==> src/rtl/spi_rx_multitrig.sv <==
`timescale 1ns/1ps
`default_nettype none
// +----------------------------------------------------------------------------+
// | Module      : spi_rx_multitrig                                             |
// | Description : Passive SPI bus sniffer. Shifts MOSI bits while SS_n is low, |
// |               then at frame end checks the bit count and evaluates NUM_CH  |
// |               independent mask/match trigger channels.                     |
// | Revision    : 1.0 - initial release                                        |
// +----------------------------------------------------------------------------+
module spi_rx_multitrig #(
    parameter int DATA_W      = 32,
    parameter int NUM_CH      = 4,
    parameter int SYNC_STAGES = 2,
    localparam int CNT_W      = $clog2(DATA_W + 1)
) (
    input  logic                     clk,
    input  logic                     rst,
    input  logic                     SS_n,
    input  logic                     SCLK,
    input  logic                     MOSI,
    input  logic                     edg,
    input  logic [CNT_W-1:0]         frame_len,
    input  logic [NUM_CH-1:0]        ch_en,
    input  logic [NUM_CH*DATA_W-1:0] mask,
    input  logic [NUM_CH*DATA_W-1:0] match,
    output logic [NUM_CH-1:0]        trig_vec,
    output logic                     SPItrig,
    output logic                     frame_vld,
    output logic                     frame_err,
    output logic [DATA_W-1:0]        frame_data
);

    localparam logic [CNT_W-1:0] c_DATA_W_CNT = CNT_W'(DATA_W);

    typedef enum logic [1:0] {
        ST_IDLE = 2'd0,
        ST_RX   = 2'd1,
        ST_EVAL = 2'd2
    } state_t;

    // ------------------------------------------------------------------
    // Synchronisers
    // ------------------------------------------------------------------
    logic [SYNC_STAGES-1:0] r_ss_sync;
    logic [SYNC_STAGES-1:0] r_sclk_sync;
    logic [SYNC_STAGES-1:0] r_mosi_sync;
    logic [SYNC_STAGES-1:0] r_sync_vld;
    logic                   r_sclk_d;
    logic                   r_mosi_d;
    logic                   r_ss_d;

    logic w_ss_s;
    logic w_sclk_s;
    logic w_mosi_s;
    logic w_rise;
    logic w_fall;
    logic w_smp;
    logic w_ss_fall;

    // Bring the async SPI pins into the clk domain; SS_n idles high.
    always_ff @(posedge clk or posedge rst) begin
        if (rst) begin
            r_ss_sync   <= '1;
            r_sclk_sync <= '0;
            r_mosi_sync <= '0;
            r_sclk_d    <= 1'b0;
            r_mosi_d    <= 1'b0;
        end else begin
            r_ss_sync   <= {r_ss_sync[SYNC_STAGES-2:0], SS_n};
            r_sclk_sync <= {r_sclk_sync[SYNC_STAGES-2:0], SCLK};
            r_mosi_sync <= {r_mosi_sync[SYNC_STAGES-2:0], MOSI};
            r_sclk_d    <= r_sclk_sync[SYNC_STAGES-1];
            r_mosi_d    <= r_mosi_sync[SYNC_STAGES-1];
        end
    end

    // Track when the SS_n chain holds real pin samples, and remember the
    // previous SS_n level. r_ss_d only becomes 1 once SS_n has really been
    // seen high, so a frame already in progress at reset release is skipped.
    always_ff @(posedge clk or posedge rst) begin
        if (rst) begin
            r_sync_vld <= '0;
            r_ss_d     <= 1'b0;
        end else begin
            r_sync_vld <= {r_sync_vld[SYNC_STAGES-2:0], 1'b1};
            r_ss_d     <= r_sync_vld[SYNC_STAGES-1] & w_ss_s;
        end
    end

    assign w_ss_s    = r_ss_sync[SYNC_STAGES-1];
    assign w_sclk_s  = r_sclk_sync[SYNC_STAGES-1];
    assign w_mosi_s  = r_mosi_d;
    assign w_rise    = ~r_sclk_d & w_sclk_s;
    assign w_fall    = r_sclk_d & ~w_sclk_s;
    assign w_smp     = edg ? w_rise : w_fall;
    assign w_ss_fall = r_ss_d & ~w_ss_s;

    // ------------------------------------------------------------------
    // Frame FSM
    // ------------------------------------------------------------------
    state_t r_state;
    state_t w_state_nxt;
    logic   w_start;
    logic   w_shift;

    // State register.
    always_ff @(posedge clk or posedge rst) begin
        if (rst) begin
            r_state <= ST_IDLE;
        end else begin
            r_state <= w_state_nxt;
        end
    end

    // Next-state decode; SS_n returning high takes priority over a sample edge.
    always_comb begin
        w_state_nxt = r_state;
        w_start     = 1'b0;
        w_shift     = 1'b0;
        case (r_state)
            ST_IDLE: begin
                if (w_ss_fall) begin
                    w_state_nxt = ST_RX;
                    w_start     = 1'b1;
                end
            end
            ST_RX: begin
                if (w_ss_s) begin
                    w_state_nxt = ST_EVAL;
                end else if (w_smp) begin
                    w_shift = 1'b1;
                end
            end
            ST_EVAL: begin
                w_state_nxt = ST_IDLE;
            end
            default: begin
                w_state_nxt = ST_IDLE;
            end
        endcase
    end

    // ------------------------------------------------------------------
    // Shift register and saturating bit counter
    // ------------------------------------------------------------------
    logic [DATA_W-1:0] r_sr;
    logic [CNT_W-1:0]  r_bit_cnt;

    // Shift MSB-first; overflow bits fall off the top of the register.
    always_ff @(posedge clk or posedge rst) begin
        if (rst) begin
            r_sr      <= '0;
            r_bit_cnt <= '0;
        end else if (w_start) begin
            r_sr      <= '0;
            r_bit_cnt <= '0;
        end else if (w_shift) begin
            r_sr <= {r_sr[DATA_W-2:0], w_mosi_s};
            if (r_bit_cnt != '1) begin
                r_bit_cnt <= r_bit_cnt + 1'b1;
            end
        end
    end

    // ------------------------------------------------------------------
    // Frame evaluation
    // ------------------------------------------------------------------
    logic [CNT_W-1:0]  w_len;
    logic [DATA_W-1:0] w_lmask;
    logic              w_len_ok;
    logic [NUM_CH-1:0] w_hit;

    // Effective length and the mask of bit positions inside it.
    always_comb begin
        w_len = frame_len;
        if ((frame_len == '0) || (frame_len > c_DATA_W_CNT)) begin
            w_len = c_DATA_W_CNT;
        end
        w_lmask = '0;
        for (int j = 0; j < DATA_W; j++) begin
            w_lmask[j] = (j < int'(w_len));
        end
    end

    assign w_len_ok = (r_bit_cnt == w_len);

    generate
        for (genvar gi = 0; gi < NUM_CH; gi++) begin : g_ch
            logic [DATA_W-1:0] w_diff;
            assign w_diff = (r_sr ^ match[gi*DATA_W +: DATA_W])
                          & ~mask[gi*DATA_W +: DATA_W] & w_lmask;
            assign w_hit[gi] = ch_en[gi] & ~(|w_diff) & w_len_ok;
        end
    endgenerate

    // ------------------------------------------------------------------
    // Output registers
    // ------------------------------------------------------------------
    logic [NUM_CH-1:0] r_trig_vec;
    logic              r_spitrig;
    logic              r_frame_vld;
    logic              r_frame_err;
    logic [DATA_W-1:0] r_frame_data;

    // Single-cycle result pulses in EVAL; frame_data holds between frames.
    always_ff @(posedge clk or posedge rst) begin
        if (rst) begin
            r_trig_vec   <= '0;
            r_spitrig    <= 1'b0;
            r_frame_vld  <= 1'b0;
            r_frame_err  <= 1'b0;
            r_frame_data <= '0;
        end else begin
            r_trig_vec  <= '0;
            r_spitrig   <= 1'b0;
            r_frame_vld <= 1'b0;
            r_frame_err <= 1'b0;
            if (r_state == ST_EVAL) begin
                r_trig_vec   <= w_hit;
                r_spitrig    <= |w_hit;
                r_frame_vld  <= 1'b1;
                r_frame_err  <= ~w_len_ok;
                r_frame_data <= r_sr & w_lmask;
            end
        end
    end

    assign trig_vec   = r_trig_vec;
    assign SPItrig    = r_spitrig;
    assign frame_vld  = r_frame_vld;
    assign frame_err  = r_frame_err;
    assign frame_data = r_frame_data;

endmodule
`default_nettype wire
==> config.mk <==
export PLATFORM = sky130hd
export DESIGN_NAME = spi_rx_multitrig
export DESIGN_NICKNAME = d
export VERILOG_FILES = /design/src/rtl/spi_rx_multitrig.sv
export SDC_FILE = /design/constraint.sdc
export NUM_CORES = 1
export LEC_CHECK = 0
export ABC_AREA = 1
export BUFFER_PORTS_ARGS = -buffer_cell sky130_fd_sc_hd__buf_2
export CAP_MARGIN = 20
export CORE_AREA = 2 2 121 123
export DETAILED_ROUTE_END_ITERATION = 16
export DIE_AREA = 0 0 123 125
export PLACE_DENSITY = 0.82
export SLEW_MARGIN = 20
export SYNTH_ARGS = -nofsm -noshare
export SYNTH_HDL_FRONTEND = slang
export SYNTH_SLANG_ARGS = --single-unit
export TNS_END_PERCENT = 20
==> constraint.sdc <==
create_clock -name clk -period 6.4 [get_ports clk]
set_input_delay 0.32 -clock clk [delete_from_list [all_inputs] [get_ports clk]]
set_output_delay 0.32 -clock clk [all_outputs]
set_load 0.03 [all_outputs]
==> metrics.yaml, run 1 <==
fin_crit_ps: 2620
yosys_warnings: 0
fin_cells: 1497
synth-edff-count: 0
fillers: 1441
critPathCaptureType: "flop"
port_buffers: 310
grtUsageTotal_pct: 35.0
hold_start: "SS_n"
clockPowerShare_pct: 36.3
critical_path.startpoint: "r_state[1]$_DFFE_PP0P_"
p_per_area_nw_per_um2: 179
synthFlopType: "dfrtp_1"
swShare_pct: 32.7
place_congestion: 0.970
totalWireLength_um: 26900
worst-r2r-cell-count: 9
worstSetupEndpoint: "r_sr[16]$_DFFE_PP0P_"
r2r_start: "r_state[1]$_DFFE_PP0P_"
area_growth_pct: 28.2
fin_crit_sh_pct: 40.9
p_leak_uw: 0.00447
final.setup.tns_ps: 0
htree_levels: 3
async_reset_ff_share_pct: 100
final-hold-violation-count: 0
grt-ovfl-total: 0
cts_tree: "done"
clk_latency_ps: 360
ys_seq_area_share_pct: 33.5
syn_nets: 1310
die_area_um2: 15400
hpwl_um: 21200
yosys-top-cells-area: "dfrtp_1 (33%), nand2_1 (12%), nor2_1 (12%)"
cp.required_ps: 6660
wl_per_cell_um: 18.0
die_h_um: 125
setup_viol: 0
cts_setup_buffers: 0
crit_type: "reg2reg"
rows: 44
rsz0062_at_grt: "no"
cts.clk_slew.worst_paths_ps: 70
grt_first_pass_wirelength_um: 40500
ant_nets: 0
grt_max_degree: 62
worst_pin_slew_ps: 957
vias_per_cell: 5.49
outcome: "completed"
ys_ff_latch: 90
synth_area_um2: 6730
totalPowerFinal_uw: 1540
max-cap-violations: 0
num-nets-final: 1579
drv_slew: 0
vias: 8213
reg2reg_setup_slack_ps: 3780
p_int_uw: 1040
cp.arrival_ps: 2880
firstDrtPassIters: 6
peakVddDrop_uv: 138
netlist_instances: 1037
grt_pass1_vias: 7711
drt_iter0_drc: 704
drive_above_1_share_pct: 27.3
power.switching_uw: 504
power_frac_comb_pct: 24.8
max-slew-margin-rel_pct: 36.1
fin_skew_ps: 11.5
worst_r2r_endpoint: "r_sr[16]$_DFFE_PP0P_"
clock_sinks: 90
core_um2: 14200
hp-class: "in2reg"
synth_top_area_share_pct: 32.7
cts_max_path_buffers: 2
yosys.area.top_type: "dfrtp_1"
antenna_found_initial: 2
cts-root-buf: "clkbuf_16"
synth_cell_types: 39
numCtsBuffers: 9
io_pins: 311
seqPwrFrac_pct: 39.0
avgSynthCellArea_um2: 6.49
die_w_um: 123
critPathMaxFanout: 23
initial_core_util_pct: 47.3
max_clock_freq_mhz: 382
start_kind: "flop"
drc: 0
place_inst: 1478
power groups by stage:
stage               clock network (µW)  registers [µW]  logic (µW)
finish                             559             601         382
global route                       587             603         421
CTS                                563             601         378
detailed placement                   0             612         376
global placement                     0             612         374
floorplan                            0             627         189
Yosys cell counts (all sizes together) (2+ instances only):
| cell | number |
|---|---|
| nand2 | 227 |
| nor2 | 223 |
| nand3 | 109 |
| dfrtp | 88 |
| inv | 85 |
| o21ai | 60 |
| xnor2 | 48 |
| clkbuf | 46 |
| a21oi | 44 |
| o31ai | 28 |
| nand4 | 20 |
| buf | 10 |
| nor3 | 9 |
| o211ai | 9 |
| o2111ai | 6 |
| nand3b | 4 |
| or2 | 4 |
| a31oi | 3 |
| xor2 | 3 |
| clkinv | 2 |
| dfstp | 2 |
| or3 | 2 |
critical path, cell delays in order, from the launching register on:
cell and delay, ps:
dfrtp_1 390, inv_1 100, nand2_1 60, nor2_1 120, inv_1 70, nor2_1 90, nand2_1 430, inv_1 890
nand3_1 240, o21ai_0 130
placed cells by master (no fill, tap or decap), types with 4 or more instances in the layout:
cell type,n
buf_2,310
nand2_1,220
nor2_1,217
nand3_1,106
dfrtp_1,88
inv_1,79
o21ai_0,58
xnor2_1,48
a21oi_1,44
o31ai_1,28
nand4_1,19
nor3_1,9
o211ai_1,9
clkbuf_16,9
nand2_2,7
o2111ai_1,6
inv_2,5
nand3b_1,4
routing by layer:
metal  routed length, µm  vias to the layer above  global-route usage (%)
met4                 927                        0                    14.0
li1                    -                     3917                       -
met2               12700                      431                    58.2
met1               11000                     3810                    45.0
met5                   0                        -                       0
met3                2330                       55                    5.79
registers in the layout, summed over array words and instances, names as in the netlist, 2 cells and up:
name         count
r_sclk_sync      2
r_bit_cnt        6
r_mosi_sync      2
r_sync_vld       2
r_state          2
trig_vec         4
r_ss_sync        2
r_sr            32
frame_data      32
what timing repair did:
| item | 4_1_cts | 5_1_grt |
|---|---|---|
| hold endpoints to repair | 29 | 0 |
| setup endpoints to repair | 0 | 0 |
| hold buffers | 1 | 0 |
| resized for setup | 0 | 0 |
cells by family after synthesis:
logic type / share of synthesized area (%)
buffers and inverters: 8.37
DFF: 33.5
AOI/OAI and AO/OA: 13.2
xor gates and xnor gates: 6.64
other: 0.0558
and+or+nand+nor: 38.0
adders and majority gates: 0.186
worst min path at each step:
stage,endpoint,slack (ps),cells after the start
2_1_floorplan,r_ss_sync[0]$_DFF_PP1_,320,0
5_1_grt,r_ss_sync[0]$_DFF_PP1_,60,1
4_1_cts,r_ss_sync[0]$_DFF_PP1_,60,1
3_5_place_dp,r_bit_cnt[5]$_DFFE_PP0P_,340,2
3_3_place_gp,r_mosi_d$_DFF_PP0_,330,0
6_report,r_ss_sync[0]$_DFF_PP1_,60,1
layout make-up:
| type | instances | area [µm²] | area share [%] |
|---|---|---|---|
| multi-input combinational | 804 | 3910 | 45.4 |
| inverter | 87 | 330 | 3.83 |
| clock buffer | 9 | 225 | 2.61 |
| tap | 184 | 230 | 2.67 |
| antenna | 2 | 5.00 | 0.0581 |
| timing repair buffer | 314 | 1580 | 18.4 |
| clock inverter | 7 | 77.6 | 0.900 |
| sequential | 90 | 2250 | 26.2 |
per-stage QoR:
step	instance area, µm²	setup slack, ps	hold slack, ps	utilization [%]
2_1_floorplan	6730	3750	324	-
3_3_place_gp	8300	3630	334	58.4
3_5_place_dp	8300	3620	342	58.4
4_1_cts	8610	3790	60.5	60.6
5_1_grt	8620	3570	55.7	60.7
6_report	8620	3780	62.9	60.7
Note: power is estimated with default switching activity, not from simulation.
==> inputs of run 2 (changes only) <==
Settings changed: CORE_AREA 2 2 121 123 to unset, CORE_ASPECT_RATIO set to 0.9, CORE_MARGIN set to 2, CORE_UTILIZATION set to 43, DIE_AREA 0 0 123 125 to unset, PLACE_DENSITY 0.82 to 0.77.
Clock period 6.4 ns to 2.1 ns, I/O delays scaled along.
==> metrics.yaml, run 2 (synthesis gave the netlist of run 1 again) <==
totalWireLength_um: 28000  # was 26,900 µm
antenna_found_initial: 2  # unchanged
setup_viol: 0  # unchanged
firstDrtPassIters: 6  # unchanged
place_congestion: 0.975  # was 0.970
cts.clk_slew.worst_paths_ps: 70  # about the same
final-hold-violation-count: 0  # unchanged
cts_max_path_buffers: 2  # unchanged
drc: 0  # unchanged
vias_per_cell: 5.35  # was 5.49
worst_slack_ps: 165  # was 3780 ps
critPathMaxFanout: 5  # was 23
p_leak_uw: 0.00470  # was 0.00447 µW
p_per_area_nw_per_um2: 540  # was 179 nW/µm²
clock_sinks: 90  # unchanged
port_buffers: 310  # unchanged
grt_pass1_vias: 7665  # was 7,711
drive_above_1_share_pct: 29.5  # was 27.3%
rsz0062_at_grt: "no"  # unchanged
pre_cts_slack_ps: 35.5  # was 3620 ps
layout_common_cells: "buf_2 (310), nand2_1 (220), nor2_1 (217)"  # unchanged
drv_slew: 0  # unchanged
drt_iter0_drc: 884  # was 704
fin_skew_ps: 9.06  # was 11.5 ps
die_h_um: 123  # was 125 µm
grt_max_degree: 91  # was 62
grt-ovfl-total: 0  # unchanged
vias: 8324  # was 8,213
peakVddDrop_uv: 431  # was 138 µV
postPlaceCellArea_um2: 8660  # was 8300 µm²
rows: 43  # was 44
max_clock_freq_mhz: 517  # was 382 MHz
die_area_um2: 16700  # was 15,400 µm²
area_growth_pct: 34.4  # was 28.2%
ant_nets: 0  # unchanged
place_inst: 1536  # was 1,478
io_pins: 311  # unchanged
cp.arrival_ps: 2170  # was 2880 ps
grt_first_pass_wirelength_um: 41400  # was 40,500 µm
grtUsageTotal_pct: 33.3  # was 35.0%
final.setup.tns_ps: 0  # unchanged
num-nets-final: 1622  # was 1,579
crit_type: "reg2reg"  # unchanged
start_kind: "flop"  # unchanged
htree_levels: 3  # unchanged
cts-root-buf: "clkbuf_16"  # unchanged
hp-class: "in2reg"  # unchanged
cp.required_ps: 2340  # was 6660 ps
fin_crit_ps: 1930  # was 2620 ps
die_w_um: 136  # was 123 µm
worst_pin_slew_ps: 527  # was 957 ps
stdcell_area_um2: 9040  # was 8620 µm²
cts_tree: "done"  # unchanged
numCtsBuffers: 9  # unchanged
initial_core_util_pct: 43.9  # was 47.3%
fin_crit_sh_pct: 92.1  # was 40.9%
max-slew-margin-rel_pct: 64.9  # was 36.1%
max-cap-violations: 0  # unchanged
critPathCaptureType: "flop"  # unchanged
clk_latency_ps: 360  # about the same
wl_per_cell_um: 18.0  # about the same
outcome: "completed"  # unchanged
core_um2: 15300  # was 14,200 µm²
hpwl_um: 22500  # was 21,200 µm
fillers: 1576  # was 1,441
fin_cells: 1557  # was 1,497
cts_setup_buffers: 0  # unchanged
final_common_cell: "buf_2"  # unchanged
## run 2: what timing repair did
action                                  CTS  global route
resized for setup                         0             2
hold buffers                              4             0
endpoints found under the setup margin    0             3
endpoints found under the hold margin    91             0
## run 2: power by group
part	switching, µW	internal, µW	leakage [µW]
clock	728	1080	0.000163
combinational	751	492	0.00331
sequential	40.7	1790	0.00123
total	1520	3360	0.00470
## run 2: worst paths after layout
path	from	to	slack [ps]	cells past startpoint
worst max register to register	r_state[1]$_DFFE_PP0P_	r_bit_cnt[5]$_DFFE_PP0P_	170	12
worst min register to register	r_sclk_sync[0]$_DFF_PP0_	r_sclk_sync[1]$_DFF_PP0_	350	0
max in group asynchronous	rst	r_ss_sync[1]$_DFF_PP1_	1240	4
min in group asynchronous	rst	r_mosi_sync[0]$_DFF_PP0_	420	4
worst max-delay path	r_state[1]$_DFFE_PP0P_	r_bit_cnt[5]$_DFFE_PP0P_	170	12
worst min-delay path	match[103]	trig_vec[3]$_DFF_PP0_	270	6
## run 2: critical path: stages (launching register included)
cell and delay (ps):
dfrtp_1 400, inv_1 130, nand2_1 60, nor2_1 130, inv_1 70, nor2_1 80
nand2_1 90, nor2_1 230, nor2_1 160, nor3_2 170, nand2_1 90, o21ai_0 150
a21oi_1 60
## run 2: stage by stage
stage / total power (µW) / util, % / hold WS (ps)
5_1_grt: 5090 / 58.9 / 297
3_5_place_dp: 3080 / 56.5 / 213
6_report: 4880 / 58.9 / 269
3_3_place_gp: 3080 / 56.5 / 212
2_1_floorplan: 2490 / - / 109
4_1_cts: 4890 / 58.9 / 259
## run 2: per-layer routing
layer	part of all wire (%)	vias up	global-route usage [%]
met5	0.032	-	0
met4	4.0	2	13.3
met3	9.4	78	7.31
met2	46	461	55.4
met1	40	3793	42.3
li1	-	3990	-
## run 2: cell type report
type	count	area [µm²]	area share, %
antenna	1	2.50	0.0277
clock buffer	10	239	2.64
clock inverter	6	87.6	0.969
inverter	87	330	3.66
multi-input combinational	804	3920	43.4
sequential	90	2250	25.0
tap	202	253	2.80
timing repair buffer	357	1950	21.6
